### src/rtl/seq_detector_pkg.sv
// Shared constants and width helpers for the button-sequence detector.
package seq_detector_pkg;

    // Debounce counter width used on the Nexys-4 DDR board (100 MHz clock).
    localparam int BOARD_DB_BITS = 18;

    // Symbol width: enough bits to hold a button index, never less than one.
    function automatic int sym_width(input int num_btn);
        return (num_btn <= 2) ? 1 : $clog2(num_btn);
    endfunction

    // Fill counter width: must be able to hold the value PAT_LEN itself.
    function automatic int fill_width(input int pat_len);
        return $clog2(pat_len + 1);
    endfunction

endpackage

### src/rtl/seq_detector_debounce_pulse.sv
// Per-button conditioning: 2-flop synchroniser, press debounce counter,
// clean level (released immediately, no release debounce) and a one-cycle
// press pulse on the rising edge of the clean level.
module debounce_pulse
    import seq_detector_pkg::*;
#(
    parameter int DB_BITS = BOARD_DB_BITS
) (
    input  logic clock,
    input  logic reset_n,
    input  logic raw,
    output logic clean,
    output logic press
);

    logic               sync1_q;
    logic               sync2_q;
    logic [DB_BITS-1:0] cnt_q;
    logic [DB_BITS-1:0] cnt_d;
    logic               clean_q;
    logic               clean_d;
    logic               clean_prev_q;

    // Bring the asynchronous button level into the clock domain.
    always_ff @(posedge clock or negedge reset_n) begin
        if (!reset_n) begin
            sync1_q <= 1'b0;
            sync2_q <= 1'b0;
        end else begin
            sync1_q <= raw;
            sync2_q <= sync1_q;
        end
    end

    // Count stable-high cycles; the counter parks at all-ones so a long hold
    // cannot wrap around and re-arm the clean level.
    always_comb begin
        cnt_d   = cnt_q;
        clean_d = clean_q;
        if (!sync2_q) begin
            cnt_d   = '0;
            clean_d = 1'b0;
        end else begin
            if (cnt_q != '1) begin
                cnt_d = cnt_q + 1'b1;
            end
            if (cnt_q == '1) begin
                clean_d = 1'b1;
            end
        end
    end

    // Debounce counter, clean flag and the delayed clean used for edge detect.
    always_ff @(posedge clock or negedge reset_n) begin
        if (!reset_n) begin
            cnt_q        <= '0;
            clean_q      <= 1'b0;
            clean_prev_q <= 1'b0;
        end else begin
            cnt_q        <= cnt_d;
            clean_q      <= clean_d;
            clean_prev_q <= clean;
        end
    end

    // Clean drops in the same cycle the synchronised level drops.
    assign clean = clean_q & sync2_q;
    assign press = clean & ~clean_prev_q;

endmodule

### src/rtl/seq_detector.sv
// Button-sequence detector: debounces NUM_BTN buttons, turns each single
// clean press into a symbol, and flags when the last PAT_LEN symbols equal
// the runtime pattern (pattern slice 0 is the oldest press).
module seq_detector
    import seq_detector_pkg::*;
#(
    parameter int  NUM_BTN = 2,
    parameter int  PAT_LEN = 4,
    parameter int  DB_BITS = BOARD_DB_BITS,
    parameter int  CNT_W   = 8,
    localparam int SYM_W   = sym_width(NUM_BTN)
) (
    input  logic                     clock,
    input  logic                     reset_n,
    input  logic [NUM_BTN-1:0]       btn,
    input  logic [PAT_LEN*SYM_W-1:0] pattern,
    input  logic                     overlap_en,
    output logic                     match,
    output logic                     toggle_out,
    output logic [CNT_W-1:0]         match_count,
    output logic                     press_seen
);

    localparam int                HIST_W    = PAT_LEN * SYM_W;
    localparam int                FILL_W    = fill_width(PAT_LEN);
    localparam logic [FILL_W-1:0] FILL_FULL = FILL_W'(PAT_LEN);

    logic [NUM_BTN-1:0] clean_lvl;
    logic [NUM_BTN-1:0] press_vec;

    for (genvar g = 0; g < NUM_BTN; g++) begin : g_btn
        debounce_pulse #(
            .DB_BITS(DB_BITS)
        ) u_db (
            .clock  (clock),
            .reset_n(reset_n),
            .raw    (btn[g]),
            .clean  (clean_lvl[g]),
            .press  (press_vec[g])
        );
    end

    logic [HIST_W-1:0] hist_q;
    logic [HIST_W-1:0] hist_d;
    logic [FILL_W-1:0] fill_q;
    logic [FILL_W-1:0] fill_d;
    logic [FILL_W-1:0] fill_inc;
    logic              match_q;
    logic              match_d;
    logic              toggle_q;
    logic              toggle_d;
    logic [CNT_W-1:0]  count_q;
    logic [CNT_W-1:0]  count_d;
    logic              press_seen_q;
    logic              press_seen_d;
    logic [3:0]        n_press;
    logic [SYM_W-1:0]  sym;
    logic              ev_valid;
    logic              ev_multi;
    logic              hit;

    // Classify this cycle's presses: none, exactly one (valid) or several.
    always_comb begin
        n_press = 4'd0;
        sym     = '0;
        for (int i = 0; i < NUM_BTN; i++) begin
            if (press_vec[i]) begin
                n_press = n_press + 4'd1;
                sym     = SYM_W'(i);
            end
        end
        ev_valid = (n_press == 4'd1);
        ev_multi = (n_press > 4'd1);
    end

    // History/fill update and match decision, using the post-shift history.
    always_comb begin
        hist_d       = hist_q;
        fill_d       = fill_q;
        fill_inc     = (fill_q == FILL_FULL) ? fill_q : fill_q + 1'b1;
        hit          = 1'b0;
        match_d      = 1'b0;
        press_seen_d = 1'b0;
        toggle_d     = toggle_q;
        count_d      = count_q;
        if (ev_valid) begin
            hist_d       = {sym, hist_q[HIST_W-1:SYM_W]};
            hit          = (fill_inc == FILL_FULL) && (hist_d == pattern);
            fill_d       = (hit && !overlap_en) ? '0 : fill_inc;
            press_seen_d = 1'b1;
        end else if (ev_multi) begin
            // Ambiguous input aborts any partial sequence.
            fill_d = '0;
        end
        if (hit) begin
            match_d  = 1'b1;
            toggle_d = ~toggle_q;
            if (count_q != '1) begin
                count_d = count_q + 1'b1;
            end
        end
    end

    // Sequence state and registered outputs.
    always_ff @(posedge clock or negedge reset_n) begin
        if (!reset_n) begin
            hist_q       <= '0;
            fill_q       <= '0;
            match_q      <= 1'b0;
            toggle_q     <= 1'b0;
            count_q      <= '0;
            press_seen_q <= 1'b0;
        end else begin
            hist_q       <= hist_d;
            fill_q       <= fill_d;
            match_q      <= match_d;
            toggle_q     <= toggle_d;
            count_q      <= count_d;
            press_seen_q <= press_seen_d;
        end
    end

    assign match       = match_q;
    assign toggle_out  = toggle_q;
    assign match_count = count_q;
    assign press_seen  = press_seen_q;

endmodule

### config.mk
export PLATFORM = sky130hd
export DESIGN_NAME = seq_detector
export DESIGN_NICKNAME = d
export VERILOG_FILES = /design/src/rtl/seq_detector_pkg.sv /design/src/rtl/seq_detector_debounce_pulse.sv /design/src/rtl/seq_detector.sv
export SDC_FILE = /design/constraint.sdc
export NUM_CORES = 1
export LEC_CHECK = 0
export ABC_CLOCK_PERIOD_IN_PS = 2200
export CORE_MARGIN = 3
export CORE_UTILIZATION = 55
export CTS_CLUSTER_DIAMETER = 60
export DETAILED_ROUTE_END_ITERATION = 10
export GPL_TIMING_DRIVEN = 0
export PLACE_DENSITY = 0.74
export SKIP_CTS_REPAIR_TIMING = 1
export SLEW_MARGIN = 10
export SYNTH_ARGS = -nofsm -noshare
export SYNTH_HDL_FRONTEND = slang
export SYNTH_SLANG_ARGS = --single-unit
### constraint.sdc
create_clock -name clock -period 2.2 [get_ports clock]
set_input_delay 0.22 -clock clock [delete_from_list [all_inputs] [get_ports clock]]
set_output_delay 0.22 -clock clock [all_outputs]
set_load 0.01 [all_outputs]
==> results.md <==
Status:
- The run finished with clean final reports.

CTS:
- The number of buffers created by CTS is 9.
- After clock tree synthesis, the clock-pin slew on the worst setup and hold paths is 0.07 ns.
- The clock passes through at most 2 buffers.
- CTS placed an instance of sky130_fd_sc_hd__clkbuf_8 at the clock tree root.
- The number of levels in the clock H-tree is 3.
- TritonCTS built the clock tree.
- Counting every sink on the clock net gives 61.
- At the later pin of the worst-skew pair, clock insertion delay measures 0.33 ns.

Place:
- The wire-length estimate of the detail-placed layout is 3.653 mm.
- The total instance count after detailed placement is 377.
- The final weighted congestion in routability-driven placement is 0.8517.
- In this run the tool buffered the top-level ports with 19 buffer cells.

Die:
- For this configuration, the core starts out at a cell density of 0.5757.
- After floorplanning, the core was divided into 26 placement rows.
- The area of the core is 0.005140 sq mm.
- The floorplan step defined a die boundary enclosing 0.006296 sq mm.
- Pin placement for this block handled 20 I/O pins.
- In this run the horizontal extent of the chip is 79.35 microns.
- From bottom edge to top edge, the die measures 79.35 microns.

Pwr:
- The part of the total power dissipated in combinational logic is 0.034.
- The power spent charging and discharging nets is 0.4774 mW.
- Cell internal power was estimated by the tool at 1.589 mW.
- The leakage power figure is 1.450 nW.
- The sequential fraction of design power is 0.556.
- The cell area power density is 599.4 mW/mm^2.
- Of the total power, the share spent switching nets is 0.2310.
- The worst-case vdd ir drop is 600.0 uV.
- The proportion of power drawn by the clock network is 0.410.

Drt:
- The detail route stage leaves a number of antenna-violating nets equal to 0.
- The DRC violation count after routing is 0.
- The first detailed-routing pass ran for 4 iterations.
- The number of design-rule violations left by the first detailed-router iteration is 160.
- The final route contains 2171 vias.
- The via count normalized by instance count is 5.510.
- The average wire per cell in the routed design is 13.80 microns.
- The routed design has 5.438 mm of wire.

Synth:
- In the synthesized netlist the async set-or-reset flop fraction comes to 1.000.
- The sequential fraction of the synthesis area is 0.5159.
- After synthesis, the mean cell area works out to 10.27 sq um.
- The synthesized design contains 61 register bits.
- The number of different library cells used by synthesis comes to 40.
- The post-synthesis cell area is 0.002959 sq mm.
- The synthesis warning total is 0.
- The post-synthesis net count is 303.
- Counting flops with a built-in enable in the synthesized netlist gives 0.
- Synthesis handed over a netlist of 288 instances.
- The commonest register cell after synthesis is sky130_fd_sc_hd__dfrtp_1.

GRT:
- The global-route met2 utilization is 0.2904.
- The number of antenna violations at the first check in global routing came to 0.
- The first-pass GRT wire length is 9.453 mm.
- met2 is the most crowded layer.
- Entering global routing, the biggest net connects 62 pins.
- After global routing the overflow that remains totals 0.
- The aggregate global-route resource usage is 0.1937.
- The met3 demand-to-capacity share in global routing is 0.06009.
- For met1 alone, demand over resource in global routing was 0.2673.
- The via count of the first global-routing pass is 2052.

Worst setup path:
- The maximum fanout count along the critical path is 5.
- The data required time at the worst endpoint is 2.42 ns.
- The critical path endpoint category is a flip-flop.
- The worst setup path is launched from a flip-flop.
- Data on the critical path arrives at its endpoint at 2.35 ns.
- The setup path with the least slack is of type flip-flop to flip-flop.

Job:
- Max-cap violations in this run came to 0.

Hold path:
- The path class of the tightest hold or removal check is primary input to flip-flop.

STA:
- In the finished design, the share of the clock period the worst path needs comes to 0.9698.
- Static timing analysis puts the maximum clock frequency at 468.7 MHz.
- The worst clock skew is 0.007481 ns.
- Setup violations remaining at the end of the flow were counted as 0.
- At the pin with the least slew margin, the transition time is 0.7522 ns.
- The count of final max-slew check failures is 0.
- The relative slew slack is 0.4985.
- The count of final hold-check violations is 0.
- The routed design could run at a clock period as short as 2.134 ns.

Cells and area:
- The net count of the finished layout is 335.
- The fill cell total of the finished layout is 435.
- In the final layout, the share of cells above drive strength 1 is 0.1173.
- The count of placed standard cells in the final layout, fillers left out is 394.
- The repair_antennas step left the layout with diodes totalling 0.
- The utilization of the core after routing is 0.6706.
- The layout-stage area growth over the synthesis result is 16.49%.
-- routing by layer --
metal,part of all wire,routed length (microns)
met5,0,0
met4,0.015,80
met2,0.45,2448
met3,0.041,223
met1,0.49,2685
-- worst max-delay path: stages (launching register included) --
cell                      delay, ns
sky130_fd_sc_hd__dfrtp_1       0.43
sky130_fd_sc_hd__inv_2         0.08
sky130_fd_sc_hd__ha_4          0.17
sky130_fd_sc_hd__or3b_1        0.36
sky130_fd_sc_hd__a31oi_2       0.24
sky130_fd_sc_hd__and4_4        0.26
sky130_fd_sc_hd__buf_6         0.12
sky130_fd_sc_hd__nand2_4       0.05
sky130_fd_sc_hd__mux2_4        0.30
-- state kept, by name (all words and copies together), names as in the netlist --
signal / cells
g_btn.u_db.clean_prev_q: 2
g_btn.u_db.cnt_q: 36
match: 1
g_btn.u_db.clean_q: 2
match_count: 8
hist_q: 3
fill_q: 3
toggle_out: 1
g_btn.u_db.sync1_q: 2
press_seen: 1
g_btn.u_db.sync2_q: 2
-- synth_stat cells, types with 3 or more instances --
cell type                  instances  share of area
sky130_fd_sc_hd__a211oi_1          5          0.013
sky130_fd_sc_hd__xnor2_1          24          0.071
sky130_fd_sc_hd__dfrtp_1          61           0.52
sky130_fd_sc_hd__a21oi_1          16          0.027
sky130_fd_sc_hd__nor3_1            6          0.010
sky130_fd_sc_hd__and4_1            4          0.012
sky130_fd_sc_hd__nand3b_1          3         0.0076
sky130_fd_sc_hd__inv_1             5         0.0063
sky130_fd_sc_hd__xor2_1           10          0.030
sky130_fd_sc_hd__clkbuf_1          4         0.0051
sky130_fd_sc_hd__nor2_1           34          0.043
sky130_fd_sc_hd__nand3_1          17          0.029
sky130_fd_sc_hd__or2_2             3         0.0063
sky130_fd_sc_hd__buf_2             3         0.0051
sky130_fd_sc_hd__a31oi_1           7          0.015
sky130_fd_sc_hd__nand2_1          21          0.027
sky130_fd_sc_hd__and2_1            3         0.0063
sky130_fd_sc_hd__ha_1              6          0.025
sky130_fd_sc_hd__mux2i_1           5          0.017
sky130_fd_sc_hd__nor4_1            3         0.0063
sky130_fd_sc_hd__nand4_1          11          0.023
sky130_fd_sc_hd__nand2b_1          3         0.0063
sky130_fd_sc_hd__and3_1            7          0.015
sky130_fd_sc_hd__o21ai_0           4         0.0068
-- logic make-up after synthesis --
group                      count (synthesis)  share of synthesized area
muxes                                      8                    0.02960
buffers and inverters                     15                    0.02283
adders and majority gates                  6                    0.02537
and+or+nand+nor                          123                     0.2169
DFF                                       61                     0.5159
xor gates and xnor gates                  34                     0.1006
AOI/OAI and AO/OA                         41                    0.08880
-- cell type report --
cell class                      count  area, sq um  share of cell area
Clock buffer                       11        141.4             0.04102
Tap cell                           70        87.58             0.02541
Buffer                              7        38.79             0.01125
Sequential cell                    61         1526              0.4428
Clock inverter                      4        25.02            0.007260
Multi-Input combinational cell    212         1391              0.4036
Inverter                            7        26.28            0.007622
Timing Repair Buffer               22        210.2             0.06098
-- final timing paths --
kind | from | endpoint | slack (ns) | depth (start not counted)
max in group asynchronous | reset_n | g_btn[1].u_db.cnt_q[12] | 1.21 | 2
hold reg to reg | g_btn[1].u_db.sync1_q | g_btn[1].u_db.sync2_q | 0.35 | 0
hold / removal | btn[1] | g_btn[1].u_db.sync1_q | 0.32 | 1
setup / recovery | fill_q[0] | match_count[1] | 0.07 | 8
min in group asynchronous | reset_n | fill_q[2] | 0.49 | 2
setup reg to reg | fill_q[0] | match_count[1] | 0.07 | 8
-- metrics by stage --
| stage | power (mW) | area (sq um) | setup WS [ns] | TNS, ns | hold slack, ns |
|---|---|---|---|---|---|
| floorplan | 1.191 | 2959 | 0.1918 | 0 | -0.07559 |
| CTS | 2.094 | 3401 | -0.09012 | -0.1132 | -0.02656 |
| global route | 2.153 | 3447 | -0.0008258 | -0.0008258 | 0.3045 |
| finish | 2.066 | 3447 | 0.06639 | 0 | 0.3249 |
| detailed placement | 1.239 | 3234 | -0.06991 | -0.06991 | 0.3388 |
| global placement | 1.236 | 3237 | -0.9816 | -59.70 | 0.3335 |
-- power groups by stage --
stage / Sequential, mW / Combinational, mW / Clock (mW)
after detailed placement: 1.17 / 0.0709 / 0
after global placement: 1.17 / 0.0691 / 0
after CTS: 1.15 / 0.0714 / 0.875
after global routing: 1.15 / 0.0805 / 0.924
after floorplan: 1.16 / 0.0268 / 0
final: 1.15 / 0.0705 / 0.848
-- cell usage in the layout (no fill, tap or decap), types with 3 or more instances in the layout --
cell	instances
sky130_fd_sc_hd__buf_2	4
sky130_fd_sc_hd__nor2_1	34
sky130_fd_sc_hd__ha_1	3
sky130_fd_sc_hd__nand3b_1	3
sky130_fd_sc_hd__mux2i_1	5
sky130_fd_sc_hd__clkbuf_1	3
sky130_fd_sc_hd__a31oi_1	6
sky130_fd_sc_hd__xor2_1	10
sky130_fd_sc_hd__nor4_1	3
sky130_fd_sc_hd__nand4_1	11
sky130_fd_sc_hd__nand2b_1	3
sky130_fd_sc_hd__clkbuf_8	10
sky130_fd_sc_hd__a21oi_1	16
sky130_fd_sc_hd__nand3_1	17
sky130_fd_sc_hd__xnor2_1	24
sky130_fd_sc_hd__inv_1	4
sky130_fd_sc_hd__nor3_1	6
sky130_fd_sc_hd__or2_2	3
sky130_fd_sc_hd__nand2_1	21
sky130_fd_sc_hd__a211oi_1	5
sky130_fd_sc_hd__and3_1	7
sky130_fd_sc_hd__dfrtp_1	61
sky130_fd_sc_hd__and2_1	3
sky130_fd_sc_hd__o21ai_0	4
sky130_fd_sc_hd__clkdlybuf4s50_1	18
sky130_fd_sc_hd__and4_1	3
Note: power is estimated with default switching activity, not from simulation.
